===== src/rtl/funct_gen_pipe_pkg.sv =====
// Shared constants for the multi-lane ALU funct generator: opcode and
// REGIMM rt encodings, ALU FUNCT codes and default field widths.
package funct_gen_pipe_pkg;

    // Default per-lane field widths
    localparam int OP_W_DEF    = 6;
    localparam int FUNCT_W_DEF = 6;
    localparam int RT_W_DEF    = 5;

    // Primary opcodes
    localparam logic [5:0] OP_SPECIAL = 6'b000000;
    localparam logic [5:0] OP_REGIMM  = 6'b000001;
    localparam logic [5:0] OP_J       = 6'b000010;
    localparam logic [5:0] OP_JAL     = 6'b000011;
    localparam logic [5:0] OP_BEQ     = 6'b000100;
    localparam logic [5:0] OP_BNE     = 6'b000101;
    localparam logic [5:0] OP_BLEZ    = 6'b000110;
    localparam logic [5:0] OP_BGTZ    = 6'b000111;
    localparam logic [5:0] OP_ADDI    = 6'b001000;
    localparam logic [5:0] OP_ADDIU   = 6'b001001;
    localparam logic [5:0] OP_SLTI    = 6'b001010;
    localparam logic [5:0] OP_SLTIU   = 6'b001011;
    localparam logic [5:0] OP_ANDI    = 6'b001100;
    localparam logic [5:0] OP_ORI     = 6'b001101;
    localparam logic [5:0] OP_XORI    = 6'b001110;
    localparam logic [5:0] OP_LUI     = 6'b001111;
    localparam logic [5:0] OP_LB      = 6'b100000;
    localparam logic [5:0] OP_LH      = 6'b100001;
    localparam logic [5:0] OP_LW      = 6'b100011;
    localparam logic [5:0] OP_LBU     = 6'b100100;
    localparam logic [5:0] OP_LHU     = 6'b100101;
    localparam logic [5:0] OP_SB      = 6'b101000;
    localparam logic [5:0] OP_SH      = 6'b101001;
    localparam logic [5:0] OP_SW      = 6'b101011;

    // REGIMM rt sub-opcodes
    localparam logic [4:0] RT_BLTZ   = 5'b00000;
    localparam logic [4:0] RT_BGEZ   = 5'b00001;
    localparam logic [4:0] RT_BLTZAL = 5'b10000;
    localparam logic [4:0] RT_BGEZAL = 5'b10001;

    // ALU FUNCT codes
    localparam logic [5:0] FUNCT_NOP  = 6'b000000;
    localparam logic [5:0] FUNCT_ADD  = 6'b100000;
    localparam logic [5:0] FUNCT_ADDU = 6'b100001;
    localparam logic [5:0] FUNCT_AND  = 6'b100100;
    localparam logic [5:0] FUNCT_OR   = 6'b100101;
    localparam logic [5:0] FUNCT_XOR  = 6'b100110;
    localparam logic [5:0] FUNCT_SLT  = 6'b101010;
    localparam logic [5:0] FUNCT_SLTU = 6'b101011;

endpackage


===== src/rtl/funct_gen_pipe_if.sv =====
// Bundle of the input-side and output-side beat handshakes of the funct
// generator. The block itself connects through the slave modport.
//
// Handshake rule (both sides): a beat transfers on a rising clock edge where
// valid and ready are both 1. A source holding valid=1 keeps its payload
// stable until the transfer; valid never waits on ready. in_ready is a pure
// register output and never depends on out_ready in the same cycle.
interface funct_gen_pipe_if #(
    parameter int LANES   = 2,
    parameter int OP_W    = 6,
    parameter int FUNCT_W = 6,
    parameter int RT_W    = 5
) ();
    logic                     in_valid;
    logic                     in_ready;
    logic [LANES-1:0]         in_lane_mask;
    logic [LANES*OP_W-1:0]    in_op;
    logic [LANES*FUNCT_W-1:0] in_funct;
    logic [LANES*RT_W-1:0]    in_rt;

    logic                     out_valid;
    logic                     out_ready;
    logic [LANES-1:0]         out_lane_mask;
    logic [LANES*FUNCT_W-1:0] out_funct;
    logic [LANES-1:0]         out_link;
    logic [LANES-1:0]         out_reserved;

    modport slave (
        input  in_valid, in_lane_mask, in_op, in_funct, in_rt, out_ready,
        output in_ready, out_valid, out_lane_mask, out_funct, out_link, out_reserved
    );

    modport master (
        output in_valid, in_lane_mask, in_op, in_funct, in_rt, out_ready,
        input  in_ready, out_valid, out_lane_mask, out_funct, out_link, out_reserved
    );
endinterface


===== src/rtl/funct_lane_dec.sv =====
// Single-lane combinational decoder: instruction op/funct/rt to ALU FUNCT
// code, plus link (JAL/BLTZAL/BGEZAL) and reserved-instruction flags.
module funct_lane_dec
    import funct_gen_pipe_pkg::*;
#(
    parameter int OP_W    = OP_W_DEF,
    parameter int FUNCT_W = FUNCT_W_DEF,
    parameter int RT_W    = RT_W_DEF
) (
    input  logic [OP_W-1:0]    op,
    input  logic [FUNCT_W-1:0] funct_in,
    input  logic [RT_W-1:0]    rt,
    input  logic               lane_en,
    output logic [FUNCT_W-1:0] funct,
    output logic               link,
    output logic               reserved
);

    // Decode table; a disabled lane always reads as a plain NOP
    always_comb begin
        funct    = FUNCT_W'(FUNCT_NOP);
        link     = 1'b0;
        reserved = 1'b0;
        if (lane_en) begin
            case (op)
                OP_W'(OP_SPECIAL): funct = funct_in;
                OP_W'(OP_ORI),
                OP_W'(OP_LUI):     funct = FUNCT_W'(FUNCT_OR);
                OP_W'(OP_JAL): begin
                    funct = FUNCT_W'(FUNCT_OR);
                    link  = 1'b1;
                end
                OP_W'(OP_ANDI):    funct = FUNCT_W'(FUNCT_AND);
                OP_W'(OP_XORI):    funct = FUNCT_W'(FUNCT_XOR);
                OP_W'(OP_LB),
                OP_W'(OP_LBU),
                OP_W'(OP_LH),
                OP_W'(OP_LHU),
                OP_W'(OP_LW),
                OP_W'(OP_SB),
                OP_W'(OP_SH),
                OP_W'(OP_SW),
                OP_W'(OP_ADDI):    funct = FUNCT_W'(FUNCT_ADD);
                OP_W'(OP_ADDIU):   funct = FUNCT_W'(FUNCT_ADDU);
                OP_W'(OP_SLTI):    funct = FUNCT_W'(FUNCT_SLT);
                OP_W'(OP_SLTIU):   funct = FUNCT_W'(FUNCT_SLTU);
                OP_W'(OP_REGIMM): begin
                    case (rt)
                        RT_W'(RT_BLTZAL),
                        RT_W'(RT_BGEZAL): begin
                            funct = FUNCT_W'(FUNCT_OR);
                            link  = 1'b1;
                        end
                        RT_W'(RT_BLTZ),
                        RT_W'(RT_BGEZ):   funct = FUNCT_W'(FUNCT_NOP);
                        default:          reserved = 1'b1;
                    endcase
                end
                OP_W'(OP_J),
                OP_W'(OP_BEQ),
                OP_W'(OP_BNE),
                OP_W'(OP_BLEZ),
                OP_W'(OP_BGTZ):    funct = FUNCT_W'(FUNCT_NOP);
                default:           reserved = 1'b1;
            endcase
        end
    end

endmodule


===== src/rtl/funct_gen_pipe.sv =====
// Multi-lane registered ALU funct generator. Decodes up to LANES instructions
// per beat and holds results in a main register (M) backed by a one-entry
// skid register (S), so in_ready comes straight from a flop.
module funct_gen_pipe
    import funct_gen_pipe_pkg::*;
#(
    parameter int LANES   = 2,
    parameter int OP_W    = OP_W_DEF,
    parameter int FUNCT_W = FUNCT_W_DEF,
    parameter int RT_W    = RT_W_DEF
) (
    input  logic                 clk,
    input  logic                 rst,
    input  logic                 flush,
    funct_gen_pipe_if.slave      bus
);

    localparam int FW = LANES * FUNCT_W;

    // Decoded view of the beat currently offered on the input
    logic [LANES-1:0] dec_link;
    logic [LANES-1:0] dec_res;
    logic [FW-1:0]    dec_funct;

    // Main (M) and skid (S) registers with their next-state values
    logic             m_valid, m_valid_nxt;
    logic [LANES-1:0] m_mask,  m_mask_nxt;
    logic [FW-1:0]    m_funct, m_funct_nxt;
    logic [LANES-1:0] m_link,  m_link_nxt;
    logic [LANES-1:0] m_res,   m_res_nxt;

    logic             s_valid, s_valid_nxt;
    logic [LANES-1:0] s_mask,  s_mask_nxt;
    logic [FW-1:0]    s_funct, s_funct_nxt;
    logic [LANES-1:0] s_link,  s_link_nxt;
    logic [LANES-1:0] s_res,   s_res_nxt;

    logic             in_ready_q;
    logic             accept;
    logic             pop;

    for (genvar g = 0; g < LANES; g++) begin : g_lane
        funct_lane_dec #(
            .OP_W    (OP_W),
            .FUNCT_W (FUNCT_W),
            .RT_W    (RT_W)
        ) u_dec (
            .op       (bus.in_op[g*OP_W +: OP_W]),
            .funct_in (bus.in_funct[g*FUNCT_W +: FUNCT_W]),
            .rt       (bus.in_rt[g*RT_W +: RT_W]),
            .lane_en  (bus.in_lane_mask[g]),
            .funct    (dec_funct[g*FUNCT_W +: FUNCT_W]),
            .link     (dec_link[g]),
            .reserved (dec_res[g])
        );
    end

    assign accept = bus.in_valid & in_ready_q;
    assign pop    = m_valid & bus.out_ready;

    // Next-state for M/S: flush, then pop (refill from S or input), then fill
    always_comb begin
        m_valid_nxt = m_valid;
        m_mask_nxt  = m_mask;
        m_funct_nxt = m_funct;
        m_link_nxt  = m_link;
        m_res_nxt   = m_res;
        s_valid_nxt = s_valid;
        s_mask_nxt  = s_mask;
        s_funct_nxt = s_funct;
        s_link_nxt  = s_link;
        s_res_nxt   = s_res;

        if (flush) begin
            // Everything buffered is discarded, including a concurrent accept
            m_valid_nxt = 1'b0;
            m_mask_nxt  = '0;
            m_funct_nxt = '0;
            m_link_nxt  = '0;
            m_res_nxt   = '0;
            s_valid_nxt = 1'b0;
            s_mask_nxt  = '0;
            s_funct_nxt = '0;
            s_link_nxt  = '0;
            s_res_nxt   = '0;
        end else if (pop && s_valid) begin
            // in_ready is low whenever S is full, so no accept can collide here
            m_valid_nxt = 1'b1;
            m_mask_nxt  = s_mask;
            m_funct_nxt = s_funct;
            m_link_nxt  = s_link;
            m_res_nxt   = s_res;
            s_valid_nxt = 1'b0;
        end else if (pop || !m_valid) begin
            // M is (or becomes) free: take the incoming beat if there is one
            if (accept) begin
                m_valid_nxt = 1'b1;
                m_mask_nxt  = bus.in_lane_mask;
                m_funct_nxt = dec_funct;
                m_link_nxt  = dec_link;
                m_res_nxt   = dec_res;
            end else begin
                m_valid_nxt = 1'b0;
            end
        end else if (accept) begin
            // M is stalled: park the beat in the skid register
            s_valid_nxt = 1'b1;
            s_mask_nxt  = bus.in_lane_mask;
            s_funct_nxt = dec_funct;
            s_link_nxt  = dec_link;
            s_res_nxt   = dec_res;
        end
    end

    // State registers; in_ready is precomputed from the next skid occupancy
    always_ff @(posedge clk) begin
        if (rst) begin
            m_valid    <= 1'b0;
            m_mask     <= '0;
            m_funct    <= '0;
            m_link     <= '0;
            m_res      <= '0;
            s_valid    <= 1'b0;
            s_mask     <= '0;
            s_funct    <= '0;
            s_link     <= '0;
            s_res      <= '0;
            in_ready_q <= 1'b1;
        end else begin
            m_valid    <= m_valid_nxt;
            m_mask     <= m_mask_nxt;
            m_funct    <= m_funct_nxt;
            m_link     <= m_link_nxt;
            m_res      <= m_res_nxt;
            s_valid    <= s_valid_nxt;
            s_mask     <= s_mask_nxt;
            s_funct    <= s_funct_nxt;
            s_link     <= s_link_nxt;
            s_res      <= s_res_nxt;
            in_ready_q <= ~s_valid_nxt;
        end
    end

    assign bus.in_ready      = in_ready_q;
    assign bus.out_valid     = m_valid;
    assign bus.out_lane_mask = m_mask;
    assign bus.out_funct     = m_funct;
    assign bus.out_link      = m_link;
    assign bus.out_reserved  = m_res;

endmodule


===== src/flat_wrapper.sv =====
// flat-port wrapper written by rule: the top's interface ports become plain ports
module funct_gen_pipe_flat import funct_gen_pipe_pkg::*;
#(
    parameter int LANES   = 2,
    parameter int OP_W    = OP_W_DEF,
    parameter int FUNCT_W = FUNCT_W_DEF,
    parameter int RT_W    = RT_W_DEF
)
  (clk, rst, flush, bus_in_valid, bus_in_lane_mask, bus_in_op, bus_in_funct, bus_in_rt, bus_out_ready, bus_in_ready, bus_out_valid, bus_out_lane_mask, bus_out_funct, bus_out_link, bus_out_reserved);
  funct_gen_pipe_if #(.LANES(LANES), .OP_W(OP_W), .FUNCT_W(FUNCT_W), .RT_W(RT_W)) bus_i ();
  input  logic clk;
  input  logic rst;
  input  logic flush;
  input wire logic [$bits(bus_i.in_valid)-1:0] bus_in_valid;
  input wire logic [$bits(bus_i.in_lane_mask)-1:0] bus_in_lane_mask;
  input wire logic [$bits(bus_i.in_op)-1:0] bus_in_op;
  input wire logic [$bits(bus_i.in_funct)-1:0] bus_in_funct;
  input wire logic [$bits(bus_i.in_rt)-1:0] bus_in_rt;
  input wire logic [$bits(bus_i.out_ready)-1:0] bus_out_ready;
  output wire logic [$bits(bus_i.in_ready)-1:0] bus_in_ready;
  output wire logic [$bits(bus_i.out_valid)-1:0] bus_out_valid;
  output wire logic [$bits(bus_i.out_lane_mask)-1:0] bus_out_lane_mask;
  output wire logic [$bits(bus_i.out_funct)-1:0] bus_out_funct;
  output wire logic [$bits(bus_i.out_link)-1:0] bus_out_link;
  output wire logic [$bits(bus_i.out_reserved)-1:0] bus_out_reserved;
  assign bus_i.in_valid = bus_in_valid;
  assign bus_i.in_lane_mask = bus_in_lane_mask;
  assign bus_i.in_op = bus_in_op;
  assign bus_i.in_funct = bus_in_funct;
  assign bus_i.in_rt = bus_in_rt;
  assign bus_i.out_ready = bus_out_ready;
  assign bus_in_ready = bus_i.in_ready;
  assign bus_out_valid = bus_i.out_valid;
  assign bus_out_lane_mask = bus_i.out_lane_mask;
  assign bus_out_funct = bus_i.out_funct;
  assign bus_out_link = bus_i.out_link;
  assign bus_out_reserved = bus_i.out_reserved;
  funct_gen_pipe #(.LANES(LANES), .OP_W(OP_W), .FUNCT_W(FUNCT_W), .RT_W(RT_W)) u_core (.clk(clk), .rst(rst), .flush(flush), .bus(bus_i));
endmodule

===== config.mk =====
export PLATFORM = sky130hd
export DESIGN_NAME = funct_gen_pipe_flat
export DESIGN_NICKNAME = d
export VERILOG_FILES = /design/src/rtl/funct_gen_pipe_pkg.sv /design/src/rtl/funct_gen_pipe_if.sv /design/src/rtl/funct_lane_dec.sv /design/src/rtl/funct_gen_pipe.sv /design/src/flat_wrapper.sv
export SDC_FILE = /design/constraint.sdc
export NUM_CORES = 1
export LEC_CHECK = 0
export ABC_AREA = 1
export BUFFER_PORTS_ARGS = -buffer_cell sky130_fd_sc_hd__buf_2
export CAP_MARGIN = 20
export CORE_ASPECT_RATIO = 1.2
export CORE_UTILIZATION = 25
export CTS_CLUSTER_DIAMETER = 100
export DETAILED_ROUTE_END_ITERATION = 6
export GPL_TIMING_DRIVEN = 0
export PLACE_DENSITY = 0.47
export SLEW_MARGIN = 30
export SYNTH_ARGS = -nofsm -noshare
export SYNTH_HDL_FRONTEND = slang
export SYNTH_SLANG_ARGS = --single-unit

===== constraint.sdc =====
create_clock -name clk -period 1.76 [get_ports clk]
set_input_delay 0.352 -clock clk [delete_from_list [all_inputs] [get_ports clk]]
set_output_delay 0.352 -clock clk [all_outputs]
set_load 0.005 [all_outputs]

[Yosys cells after proc, flatten, opt, wreduce, memory -nomap -nowiden]
Index checks and enable logic that the tools add are counted.
Operators by class
  muxes and demuxes: 37
  equality and inequality tests: 52
  reduce and logical (&&, ||, !) cells: 22
  bitwise operators: 5
Operators by type and width (number)
  6-bit case mux with 9 select lines: 2
  6-bit by 4-bit equality test with 1-bit output, second input constant: 16
  6-bit equality test, second input constant: 16
  6-bit by 3-bit equality test with 1-bit output, second input constant: 8
  23-bit OR reduction: 2
  12-bit 2-to-1 mux: 3
  6-bit by 2-bit equality test with 1-bit output, second input constant: 4
  6-bit 2-to-1 mux: 4
  5-bit equality test, second input constant: 4
  2-bit 2-to-1 mux: 9
  9-bit OR reduction: 2
  1-bit 2-to-1 mux: 15
  6-bit by 1-bit equality test with 1-bit output, second input constant: 2
  6-bit zero test: 2
  5-bit by 1-bit equality test with 1-bit output, second input constant: 2
  5-bit zero test: 2
  1-bit case mux with 2 select lines: 4
  4-bit OR reduction: 2
  2-bit OR reduction: 3
  3-bit OR reduction: 2
  2-bit nonzero test: 2
  1-bit NOT: 3
  3-bit AND reduction: 1
  1-bit AND: 2
  4 further kinds: 4
Word-level totals
  input bits: 41
  bits in registers: 39
  word-level logic and storage cells: 127
  output and inout port bits: 20

[Logic depth before layout (Yosys ltp)]
Gate-level depths: netlist of run 1.
  word-level depth: 8
  gate-level depth with buffers: 10
  mapped depth without buffers: 10

[Modules after synthesis]
From an unflattened synthesis of run 1, not the netlist that was laid out.
Unflattened totals
  cells, all modules: 414
  area, all modules: 2476.1 um2
By module, submodules not included
  funct_gen_pipe: times used 1, area an instance 1778.0 um2, cells each 269
  funct_lane_dec at u_core.g_lane[0].u_dec: times used 1, area an instance 364.1 um2, cells each 70
  funct_lane_dec at u_core.g_lane[1].u_dec: times used 1, area an instance 334.1 um2, cells each 75

[Worst setup path before layout of run 1]
No wires, ideal clock.
  path kind: in2reg
  start: input bus_in_op[5]
  end: register u_core.m_link[0] (netlist: u_core.bus.out_link[0])
  setup slack: 0.554 ns
  path buffers: 0
  stages on the path: 8
  arrival: 1.140 ns
  path through: nor2_4 nand2_4 nor2_2 and2_4 nand2_2 a21oi_2 nand2_1 a21oi_2
On the way
  longest elaborated chain between the ends: 6
  elaborated cells on any way between the ends: 7
  classes of those cells: eq/ne (2); mux (5)
RTL lines
  start, declared: RTL line flat_wrapper.sv:16  | input wire logic [$bits(bus_i.in_op)-1:0] bus_in_op;
  6-bit by 1-bit equality test with 1-bit output / 6-bit by 2-bit equality test with 1-bit output (equally long branches): RTL line funct_lane_dec.sv:25  | case (op)
  1-bit case mux with 2 select lines *: RTL line funct_lane_dec.sv:25
  1-bit 2-to-1 mux *: RTL line funct_lane_dec.sv:24  | if (lane_en) begin
  2-bit 2-to-1 mux *: RTL line funct_gen_pipe.sv:96  | if (accept) begin
  2-bit 2-to-1 mux *: RTL line funct_gen_pipe.sv:94  | end else if (pop || !m_valid) begin
  2-bit 2-to-1 mux *: RTL line funct_gen_pipe.sv:86  | end else if (pop && s_valid) begin
  end signal, assigned: RTL line funct_gen_pipe.sv:133  | m_link <= m_link_nxt;
  end, declared: RTL line funct_gen_pipe.sv:29  | logic [LANES-1:0] m_link, m_link_nxt;
Every way passes the cells marked *; elsewhere a longest branch is shown, timed or not. The select of a mux whose other input is x is not followed.
A chain may end at the register's enable or synchronous reset.

[Worst setup path in the final report of run 1]
  start: input flush
  end: register u_core.m_funct[6] (netlist: u_core.bus.out_funct[6])
On the way
  longest elaborated chain between the ends: 1
RTL lines
  start, declared: RTL line flat_wrapper.sv:13  | input logic flush;
  2-bit OR reduction (no line)
  end signal, assigned: RTL line funct_gen_pipe.sv:132  | m_funct <= m_funct_nxt;
  end, declared: RTL line funct_gen_pipe.sv:28  | logic [FW-1:0] m_funct, m_funct_nxt;
Every way passes these cells.

==> results of run 1 <==
cell families after synthesis:
group	share of synthesized area
AO/OA/AOI/OAI	0.251
AND/OR/NAND/NOR	0.292
buffers and inverters	0.0876
flip-flops	0.369
metrics by stage:
stage / hold slack [ns] / util
after floorplan: 0.454 / -
after global placement: 0.475 / 0.313
after detailed placement: 0.478 / 0.313
after CTS: 0.341 / 0.324
after global routing: 0.363 / 0.324
final: 0.342 / 0.324
registers in the layout (all words and copies together) (netlist names):
signal,cells
u_core.bus.out_reserved,2
u_core.s_link,2
u_core.s_funct,12
u_core.s_valid,1
u_core.bus.in_ready,1
u_core.s_res,2
u_core.bus.out_funct,12
u_core.s_mask,2
u_core.bus.out_lane_mask,2
u_core.bus.out_link,2
u_core.bus.out_valid,1
Yosys cell counts, drive strengths merged:
library cell,n
inv,30
nand3,22
dfxtp,39
nand2,58
nor3,5
and2,1
o211ai,1
a21oi,56
a31oi,3
clkbuf,4
nand4,7
o21ai,38
nand3b,1
buf,10
nor2,41
a41oi,2
power groups by stage:
stage          registers [mW]  clock network, mW  logic (mW)
2_1_floorplan           0.933                  0       0.144
3_3_place_gp            0.933                  0       0.268
3_5_place_dp            0.933                  0       0.268
4_1_cts                 0.912              0.641       0.269
5_1_grt                 0.915              0.676       0.301
6_report                0.912              0.626       0.267
path summary, 6_finish.rpt:
check                                                           endpoint  slack, ns  cells past startpoint
worst min-delay path                      u_core.s_funct[4]$_SDFFE_PP0P_       0.34                      3
worst max-delay path                u_core.bus.out_funct[6]$_SDFFE_PP0P_       0.24                      5
worst max register to register              u_core.s_res[0]$_SDFFE_PP0P_       0.36                      5
worst min register to register  u_core.bus.out_lane_mask[0]$_SDFFE_PP0P_       0.48                      2
worst register-to-register path: cells and delay by family (launching register included):
family / cells / cell delay (ns)
and+or+nand+nor: 1 / 0.35
AOI/OAI and AO/OA: 2 / 0.25
buffers and inverters: 2 / 0.37
DFF: 1 / 0.37
layout make-up:
| cell class | instances | area, µm² | share of cell area |
|---|---|---|---|
| Inverter | 30 | 115 | 0.0436 |
| Buffer | 14 | 70.1 | 0.0266 |
| Clock buffer | 6 | 82.6 | 0.0313 |
| Tap cell | 114 | 143 | 0.0541 |
| Sequential cell | 39 | 781 | 0.296 |
| Multi-Input combinational cell | 235 | 1150 | 0.435 |
| Timing Repair Buffer | 59 | 295 | 0.112 |
| Clock inverter | 1 | 5.00 | 0.00190 |
metal layers:
metal / up-vias / part of all wire
met3: 8 / 0.043
li1: 1202 / -
met5: - / 0
met4: 0 / 0.012
met1: 1033 / 0.44
met2: 57 / 0.50
==> results.toml, run 1 <==
[run_status]
status = "complete, no violations"

[worst_setup_path]
cp-start-kind = "primary input"
r2r_start = "u_core.bus.out_valid$_SDFFE_PP0P_"
setup.worst_path.class = "in -> reg"
cp-end-kind = "flop"
critical-path-top-delay-family = "buffers and inverters"
arrival_ns = 1.73
required_ns = 1.97
crit_path_start = "flush"
path_buf_inv = 2
worstPathMaxFanout = 10
slowest_stage = "nor2_1"
crit_chain = "buf_2 > nor2_1 > clkbuf_1 > o21ai_0 > a21oi_1"
max_stage_delay_ns = 0.44

[synth]
synth_area_leaders = "dfxtp_1 (37%), a21oi_1 (13%), nand2_1 (9.9%)"
syn_area_per_cell_um2 = 6.65
synth-warning-count = 0
ys_seq_area_frac = 0.369
ys_ff_latch = 39
synthesis.area_um2 = 2110
yosys.area.top_type_share = 0.369
synth_fp_nets = 359
yosysTopAreaCell = "dfxtp_1"
ys_types = 25
synth_cells = 318

[timing]
worst_pin_slew_ns = 0.560
finalWorstSetupSlack_ns = 0.244
hold_viol_final = 0
finalClockSkew_ns = 0.00464
finalCritPeriodShare = 0.861
setup_viol_count_final = 0
min_period_ns = 1.52
max_freq_mhz = 660
max-slew-margin-rel = 0.625
rsz0062_at_grt = "false"
maxSlewViolCount = 0
finalSetupTns_ns = 0

[power_and_ir_drop]
power_mw = 1.81
p_switching_mw = 0.496
pwr_density_cell_nw_per_um2 = 684
leakage_nw = 1.24
ir_drop_mv = 0.269
combPwrFrac = 0.148
clkPwrFrac = 0.347
seq_power_share = 0.505
intPower_mw = 1.31
p_sw_frac = 0.275

[grt]
grtUsageMet1 = 0.169
grt_most_used_layer = "met2"
antenna_found_initial = 0
grt_max_degree = 12
grtUsageMet2 = 0.285
grt_overflow = 0
grt_pass1_vias = 2203
grtUsageMet3 = 0.0288
grt_util_all_layers = 0.150
grt_pass1_wl_um = 10300

[placed_design]
dp_slack_ns = -0.0874
dpl_cell_area_um2 = 2550
hpwl_um = 4840
gp_congestion = 0.856
dp_cells = 491
port_buffers = 59

[cells_and_area]
finalNonFillerCells = 498
num_antenna_cells = 0
syn2layout_area_growth_pct = 24.9
mostFrequentLayoutCell = "buf_2"
fin_area_um2 = 2640
drive_above_1_share = 0.242
fillers = 936
finalNetCount = 425
final_cell_mix = "buf_2 (67), nand2_1 (56), a21oi_1 (53)"

[clock_tree]
clk_latency_ns = 0.29
ctsResizeCount = 0
cts.hold.buffers_added = 0
cts_sinks = 39
htreeDepth = 2
cts_root_buf = "clkbuf_8"
cts_buffers = 5
clkTransAtPathRegs_ns = 0.08
clockBufferDepth = 2
post_cts_buffers = 0
cts_tree = "built"

[floorplanning]
rows = 36
coreArea_um2 = 8150
die_h_um = 103
ioPinCount = 61
die-area_um2 = 8830
die_w_um = 85.9
initial_utilization = 0.259

[route]
avgRoutedWirePerCell_um = 13.1
vias_per_cell = 4.62
dr_total_vias = 2300
dr.pass1.iters = 4
drtAntennaViolNets = 0
drt-initial-drc-count = 81
wirelength_um = 6500
drcViolationCount = 0

[min_path]
hold_start = "bus_in_funct[4]"
hold_class = "in -> reg"

[flow_run]
maxCapViolCount = 0
(Power assumes the default switching activity.)
==> run 2, diff against run 1 <==
- SYNTH_HIERARCHICAL: default -> 1
==> results.toml, run 2 <==
[clock_tree]
clkTransAtPathRegs_ns = 0.05
clk_latency_ns = 0.28
cts_sinks = 39
cts_tree = "built"
cts.hold.buffers_added = 0
htreeDepth = 2
clockBufferDepth = 2
cts_buffers = 5
cts_root_buf = "clkbuf_16"
ctsResizeCount = 0
post_cts_buffers = 0

[synth]
synth_adder_area_share = 0
async_flop_share = 0
synthesis.area_um2 = 2480
synth_simple_gate_area_frac = 0.496
synthTopCellsByCount = "nor2_1 (107), nand2_1 (106), inv_1 (44), dfxtp_1 (39), nand3_1 (37)"
yosysTopAreaCell = "dfxtp_1"
synth_fp_nets = 455
ys_ff_latch = 39
synth_cells = 414
synth.most_common_cell = "nor2_1"
synth_edf_count = 0
synth-warning-count = 6
synth_compound_area_frac = 0.0712
ys_seq_area_frac = 0.315
synth_top_family_by_area = "simple AND/OR/NAND/NOR gates"
yosys.area.top_type_share = 0.315
synth-xor-area-share = 0
synth.area.mux_share = 0
syn_area_per_cell_um2 = 5.98
ys_types = 27
synth_area_leaders = "dfxtp_1 (32%), nor2_1 (16%), nand2_1 (16%)"
ys.flop_type = "dfxtp_1"

[power_and_ir_drop]
ir_drop_mv = 0.299
leakage_nw = 1.63
pwr_density_cell_nw_per_um2 = 676

[worst_setup_path]
slowest_stage = "and3_2"
worstPathMaxFanout = 10
r2r_start = "u_core/bus.out_valid$_SDFFE_PP0P_"
required_ns = 1.98
cpMostUsedCell = "nor2_1"
arrival_ns = 1.69
setup.worst_path.class = "in -> reg"
max_stage_delay_ns = 0.24
crit_path_start = "bus_in_op[11]"
cp-start-kind = "primary input"
cp-end-kind = "flop"
crit_chain = "buf_2 > nor2_4 > and3_2 > nand2_2 > o21ai_1 > nor2_1 > nor2_1 > nand2_1 > nand2_1 > nor2_1 > nor2_1"

[min_path]
hold_start = "bus_in_lane_mask[0]"
hold_class = "in -> reg"

[route]
dr_total_vias = 2584
wirelength_um = 6680
drcViolationCount = 0
drtAntennaViolNets = 0
drt-initial-drc-count = 115
dr.pass1.iters = 4
avgRoutedWirePerCell_um = 11.1
vias_per_cell = 4.29

[placed_design]
dp_slack_ns = 0.0175
dpl_cell_area_um2 = 2930
dp_cells = 596
port_buffers = 59
gp_congestion = 0.792
hpwl_um = 5150

[timing]
max_freq_mhz = 681
finalSetupTns_ns = 0
hold_viol_final = 0
worst_pin_slew_ns = 0.486
min_period_ns = 1.47
finalWorstSetupSlack_ns = 0.292
finalClockSkew_ns = 0.00352
max-slew-margin-rel = 0.676
setup_viol_count_final = 0
rsz0062_at_grt = "false"
maxSlewViolCount = 0
finalCritPeriodShare = 0.834

[run_status]
status = "complete, no violations"

[grt]
grt_pass1_vias = 2461
grt_pass1_wl_um = 11500
grt_util_all_layers = 0.138
grt_max_degree = 11
antenna_found_initial = 0
grt_overflow = 0

[cells_and_area]
drive_above_1_share = 0.209
finalNetCount = 521
fin_area_um2 = 3050
mostFrequentLayoutCell = "nor2_1"
num_antenna_cells = 0
fillers = 1121
syn2layout_area_growth_pct = 23.3
final_core_util = 0.319
finalNonFillerCells = 602
final_cell_mix = "nor2_1 (107), nand2_1 (106), buf_2 (63)"

[floorplanning]
die-area_um2 = 10300
ioPinCount = 61
initial_utilization = 0.259
rows = 39
die_h_um = 111
coreArea_um2 = 9560
die_w_um = 92.9

[flow_run]
maxCapViolCount = 0
[run 2: routing by layer]
metal	routed length, µm	part of all wire	track usage
met5	0	0	0
met4	116	0.017	0.0503
met3	262	0.039	0.0219
met2	3120	0.47	0.224
met1	3180	0.48	0.182
[run 2: final timing paths]
kind / endpoint / slack [ns] / cells past startpoint
worst max-delay path: u_core/bus.out_funct[11]$_SDFFE_PP0P_ / 0.29 / 11
worst min-delay path: u_core/s_mask[0]$_SDFFE_PP0P_ / 0.37 / 3
worst max register to register: u_core/bus.out_funct[2]$_SDFFE_PP0P_ / 0.36 / 7
worst min register to register: u_core/s_funct[1]$_SDFFE_PP0P_ / 0.50 / 2
[run 2: final cells by class]
type	instances	area [µm²]	area share
sequential	39	781	0.256
tap	123	154	0.0504
buffer	14	106	0.0348
multi-input combinational	312	1410	0.460
inverter	49	184	0.0602
clock buffer	6	129	0.0422
timing repair buffer	59	295	0.0967
[run 2: per-stage QoR]
stage,hold slack [ns],power (mW)
6_report,0.372,2.06
3_3_place_gp,0.475,1.26
5_1_grt,0.397,2.18
4_1_cts,0.377,2.10
2_1_floorplan,0.462,1.13
3_5_place_dp,0.483,1.26
[run 2: logic make-up (layout without fill, tap and decap cells)]
kind of cell    Yosys count  count (layout)
simple gates            277             277
buf+inv                  63             128
compound gates           35              35
flops                    39              39
[run 2: critical path: cells and delay by family]
kind	cells	cell delay, ns
buffers and inverters	1	0.12
and+or+nand+nor	9	1.09
AOI/OAI and AO/OA	1	0.12
[run 2: where the power goes]
group | internal (mW) | switching, mW | total (mW)
sequential | 0.904 | 0.0104 | 0.915
clock | 0.509 | 0.322 | 0.831
combinational | 0.123 | 0.196 | 0.319
